===== src/rtl/ncl_sync_rx.sv =====
// ncl_sync_rx: clocked receiver at the tail of the dual-rail NCL adder pipeline.
// Synchronizes every rail, detects complete DATA / all-NULL wavefronts, drives
// the NCL acknowledge (ko) from a flop and hands each captured word to the
// synchronous side through a one-entry valid/ready buffer.
module ncl_sync_rx #(
  parameter int DW          = 9,   // 8 sum bits + carry-out
  parameter int SYNC_STAGES = 2,   // synchronizer depth, 2..4
  parameter int CNT_W       = 16   // completed-word counter width
) (
  input  logic             clk,
  input  logic             rst,
  input  logic [DW-1:0]    d_rail1,
  input  logic [DW-1:0]    d_rail0,
  output logic             ko,
  output logic [DW-1:0]    out_data,
  output logic             out_valid,
  input  logic             out_ready,
  output logic             err,
  output logic [CNT_W-1:0] word_cnt
);

  // FLUSH and WAIT_NULL both wait for NULL with ko low; FLUSH additionally
  // waits for the synchronizers to hold real post-reset samples.
  typedef enum logic [1:0] {
    ST_FLUSH     = 2'd0,
    ST_WAIT_DATA = 2'd1,
    ST_WAIT_NULL = 2'd2
  } state_t;

  // ---------------------------------------------------------------------------
  // Synchronizer chains, one per rail. Index 0 is the first stage, index
  // SYNC_STAGES-1 is the stage all detection logic looks at.
  // ---------------------------------------------------------------------------
  logic [SYNC_STAGES-1:0][DW-1:0] r_sync1;
  logic [SYNC_STAGES-1:0][DW-1:0] r_sync0;

  // Fill tracker: a 1 shifts in behind the reset so we know when the last
  // synchronizer stage holds a sample taken after reset. Without it the
  // cleared flops would look like a NULL wavefront and FLUSH could accept a
  // stale DATA word still sitting on the inputs.
  logic [SYNC_STAGES-1:0] r_fill;

  // Shift every rail through the synchronizer chain and track fill status
  always_ff @(posedge clk) begin
    if (rst) begin
      r_sync1 <= '0;
      r_sync0 <= '0;
      r_fill  <= '0;
    end else begin
      r_sync1 <= {r_sync1[SYNC_STAGES-2:0], d_rail1};
      r_sync0 <= {r_sync0[SYNC_STAGES-2:0], d_rail0};
      r_fill  <= {r_fill[SYNC_STAGES-2:0], 1'b1};
    end
  end

  // ---------------------------------------------------------------------------
  // Completion detection on the final synchronizer stage
  // ---------------------------------------------------------------------------
  logic [DW-1:0] w_s1;
  logic [DW-1:0] w_s0;
  logic          w_complete;
  logic          w_is_null;
  logic          w_illegal;
  logic          w_filled;

  assign w_s1       = r_sync1[SYNC_STAGES-1];
  assign w_s0       = r_sync0[SYNC_STAGES-1];
  // Every pair has exactly one rail high (an illegal pair fails this too).
  assign w_complete = &(w_s1 ^ w_s0);
  assign w_is_null  = ~|(w_s1 | w_s0);
  assign w_illegal  = |(w_s1 & w_s0);
  assign w_filled   = r_fill[SYNC_STAGES-1];

  // ---------------------------------------------------------------------------
  // Handshake FSM and output buffer registers
  // ---------------------------------------------------------------------------
  state_t            r_state;
  state_t            w_state_nxt;
  logic              r_ko;
  logic              w_ko_nxt;
  logic              w_cap;
  logic              w_pop;
  logic [DW-1:0]     r_out_data;
  logic              r_out_valid;
  logic              r_err;
  logic [CNT_W-1:0]  r_word_cnt;

  // A buffered word leaves whenever the consumer takes it.
  assign w_pop = r_out_valid & out_ready;

  // State register plus the ko flop, so ko never glitches
  always_ff @(posedge clk) begin
    if (rst) begin
      r_state <= ST_FLUSH;
      r_ko    <= 1'b0;
    end else begin
      r_state <= w_state_nxt;
      r_ko    <= w_ko_nxt;
    end
  end

  // Next-state / capture decision; an illegal sample never moves the FSM
  always_comb begin
    w_state_nxt = r_state;
    w_ko_nxt    = r_ko;
    w_cap       = 1'b0;
    unique case (r_state)
      ST_FLUSH: begin
        if (w_filled && w_is_null && !w_illegal) begin
          w_state_nxt = ST_WAIT_DATA;
          w_ko_nxt    = 1'b1;
        end
      end
      ST_WAIT_DATA: begin
        // A complete word waits here (ko held high) while the buffer is
        // full and not being drained: that stalls upstream in DATA.
        if (w_complete && !w_illegal && (!r_out_valid || out_ready)) begin
          w_cap       = 1'b1;
          w_state_nxt = ST_WAIT_NULL;
          w_ko_nxt    = 1'b0;
        end
      end
      ST_WAIT_NULL: begin
        if (w_is_null && !w_illegal) begin
          w_state_nxt = ST_WAIT_DATA;
          w_ko_nxt    = 1'b1;
        end
      end
      default: begin
        w_state_nxt = ST_FLUSH;
        w_ko_nxt    = 1'b0;
      end
    endcase
  end

  // One-entry buffer: capture wins over pop, so capture+pop keeps valid high
  always_ff @(posedge clk) begin
    if (rst) begin
      r_out_data  <= '0;
      r_out_valid <= 1'b0;
      r_word_cnt  <= '0;
    end else if (w_cap) begin
      r_out_data  <= w_s1;
      r_out_valid <= 1'b1;
      r_word_cnt  <= r_word_cnt + 1'b1;
    end else if (w_pop) begin
      r_out_valid <= 1'b0;
    end
  end

  // Sticky protocol-violation flag, cleared only by reset
  always_ff @(posedge clk) begin
    if (rst) begin
      r_err <= 1'b0;
    end else if (w_illegal) begin
      r_err <= 1'b1;
    end
  end

  assign ko        = r_ko;
  assign out_data  = r_out_data;
  assign out_valid = r_out_valid;
  assign err       = r_err;
  assign word_cnt  = r_word_cnt;

endmodule


===== config.mk =====
export PLATFORM = sky130hd
export DESIGN_NAME = ncl_sync_rx
export DESIGN_NICKNAME = d
export VERILOG_FILES = /design/src/rtl/ncl_sync_rx.sv
export SDC_FILE = /design/constraint.sdc
export NUM_CORES = 1
export LEC_CHECK = 0
export BUFFER_PORTS_ARGS = -buffer_cell sky130_fd_sc_hd__buf_2
export CORE_MARGIN = 10
export CORE_UTILIZATION = 40
export DETAILED_ROUTE_END_ITERATION = 6
export GPL_ROUTABILITY_DRIVEN = 0
export PLACE_DENSITY = 0.67
export SKIP_CTS_REPAIR_TIMING = 1
export SYNTH_ARGS = -nofsm -noshare
export SYNTH_HDL_FRONTEND = slang
export SYNTH_SLANG_ARGS = --single-unit

===== constraint.sdc =====
create_clock -name clk -period 2.4 [get_ports clk]
set_clock_uncertainty 0.2 [all_clocks]
set_input_delay 0.48 -clock clk [delete_from_list [all_inputs] [get_ports clk]]
set_output_delay 0.48 -clock clk [all_outputs]
set_load 0.05 [all_outputs]

==> reports/metrics.cfg <==
[route]
viasPerCell = 4.68
antenna_left = 0
drtIter0Drc = 60
drc_errors = 0
first_pass_iters = 4
drt-total-wl_um = 5100
via_count = 1961
routedWlPerCell_um = 12.2

[grt]
antenna_found_initial = 0
grt_pass1_wl_um = 8150
grt_pass1_vias = 1859
overflow = 0
grt_max_degree = 22
grt_usage_pct = 10.1

[worst_setup_path]
worst_r2r_endpoint = word_cnt[13]
cp-end-kind = flip-flop
crit_family = simple AND/OR/NAND/NOR gates
worstRegToRegCells = 7
cp-start-kind = flip-flop
cp.buffers_inverters = 1
path_max_fanout = 7
crit_path_frequent_cell = or4_4
worstPathRequired_ps = 2480
timing.rr.start = w_s1[7]
path_cells = ha_2, or4_4, nor4_4, nand4_1, buf_6, or4_4, a21oi_2
rrSetupSlack_ps = -80
critPathKind = reg -> reg
cp.arrival_ps = 2560
critPathSlowestCell = or4_4
slowest_delay_ps = 540

[clock_tree]
cts_buffers = 9
clkSinkCount = 68
cts_tree = yes
htreeDepth = 3
clk_pin_slew_ps = 80
cts_buffer_depth = 2
root_buffer = clkbuf_8
clock_latency_ps = 340

[sta]
rsz0062_at_grt = true
period_minus_slack_ps = 2480
slew_viol_final = 0
hold_viol = 0
max_freq_mhz = 403
setup_violations = 9
tightest_slew_ps = 387
timing.final.ws_setup_ps = -78.7
post-route-period-util_pct = 103
fin_hold_ws_ps = 144
relSlewSlack_pct = 74.2

[final_layout]
stdcell_count = 419
drive_gt1_share_pct = 31.6
diodes = 0
syn_to_final_growth_pct = 27.6
design_area_um2 = 3360
fin_nets = 377
n_fill_cell = 573
final_core_util_pct = 52.7

[synth]
synth_area_leaders = dfxtp_1, ha_1, nor2b_1, mux2i_1, inv_1
synth.distinct_cells = 29
syn_inst = 268
ys_seq_area_share_pct = 51.6
synth_seq_cells = 68
synth_area_um2 = 2640
yosysTopAreaCell = dfxtp_1
syn_nets = 308
postSynthAreaPerCell_um2 = 9.84
ys_warn_count = 0
synth.top_cell.area_share_pct = 51.6

[pwr]
p_clk_share_pct = 44.8
pwr-share-comb_pct = 4.6
switching_share_pct = 21.0
p_total_mw = 2.32
pwr-share-seq_pct = 50.6
p_int_mw = 1.83
p_leak_nw = 1.50
p_switching_mw = 0.487
ir_drop_uv = 381
power_density_nw_per_um2 = 689

[status]
violations = negative setup slack
status = finished with violations

[die]
die_x_um = 101
die_area_um2 = 10200
core_um2 = 6390
fp.dieH_um = 101
initial_core_util_pct = 41.3
row_count = 29
pin_count = 49

[worst_hold_path]
whs_endpoint = r_sync1[2]
hp-start = d_rail1[2]
hp-class = in -> reg
whs_path_depth = 2

[place]
dp_hpwl_um = 3760
io_buffers = 48
dp_cells = 396
placed_area_um2 = 3010

[job]
cap_violations = 0

-- layer usage --
layer | wire [um] | global-route usage (%) | vias up
met5 | 0 | 0 | -
met4 | 71 | 4.50 | 0
met3 | 351 | 5.24 | 8
met2 | 2460 | 15.6 | 57
met1 | 2220 | 11.3 | 870
li1 | - | - | 1026
-- flip-flops by register name, indices dropped and copies added, names as in the netlist --
register   flops
out_data       9
out_valid      1
r_sync1        9
r_state        2
r_fill         2
ko             1
w_s1           9
word_cnt      16
err            1
r_sync0        9
w_s0           9
-- cells by family after synthesis --
group	synth area share, %
mux	3.80
simple gates	22.0
xor+xnor	0.664
fa+ha+maj	9.01
buf+inv	5.88
flops	51.6
compound gates	7.07
-- power groups by stage --
stage / combinational (mW) / sequential [mW] / clock [mW]
global placement: 0.101 / 1.20 / 0
detailed placement: 0.102 / 1.20 / 0
floorplan: 0.0635 / 1.20 / 0
finish: 0.106 / 1.17 / 1.04
CTS: 0.102 / 1.17 / 1.07
global route: 0.122 / 1.18 / 1.12
-- how the worst max path moves through the flow --
stage                        from           end  slack (ps)  depth (start not counted)
after floorplan           w_s1[1]  word_cnt[11]           4                          7
after detailed placement  w_s1[5]  word_cnt[15]         -60                          9
final                     w_s1[7]  word_cnt[13]         -80                          7
after global placement    w_s1[5]   word_cnt[5]         -20                          9
after global routing      w_s1[7]  word_cnt[13]        -180                          7
after CTS                 w_s1[5]   word_cnt[3]         -80                          9
-- Yosys cell counts (all sizes together) --
cell type and count:
dfxtp 68, nor2b 38, inv 25, ha 19, a21oi 18, nor2 17
mux2i 10, o21ai 10, or3 10, nand2 9, nand3 9, clkbuf 7
nand4 6, or4 4, buf 3, o31ai 3, nor3 2, o21a 2
and2 1, nor4 1, nor4b 1, o2111ai 1, or2 1, or2b 1
xnor2 1, xor2 1
-- metrics by stage --
step	setup WS (ps)	TNS, ps
final	-78.7	-441
after global routing	-183	-1550
after CTS	-82.3	-406
after detailed placement	-64.7	-289
after global placement	-20.3	-61.1
after floorplan	3.75	0
-- placed cells by master (no fill, tap or decap), types with 2 or more instances in the layout --
cell type / instances
dfxtp_1: 64
or3_4: 5
o21ai_0: 8
buf_4: 16
o21a_1: 2
nor2b_1: 38
nor2_1: 17
buf_2: 49
dfxtp_2: 4
o31ai_1: 3
clkinv_4: 2
clkbuf_8: 10
a21oi_1: 12
nand4_1: 6
a21oi_2: 6
or3_1: 3
buf_6: 3
or3_2: 2
nor3_1: 2
o21ai_1: 2
mux2i_1: 10
inv_1: 25
nand2_1: 9
or4_4: 2
nand3_1: 9
ha_1: 17
or4_1: 2
bufinv_16: 2
ha_2: 2
-- cell type report --
cell class / instances / area [um2] / share of cell area, %
repair buffers: 68 / 399 / 11.9
clock inverters: 5 / 85.1 / 2.53
multi-input cells: 165 / 1180 / 35.1
flip-flops and latches: 68 / 1370 / 40.6
clock buffers: 11 / 141 / 4.20
inverters: 25 / 93.8 / 2.79
well taps: 77 / 96.3 / 2.86
(Power assumes the default switching activity.)
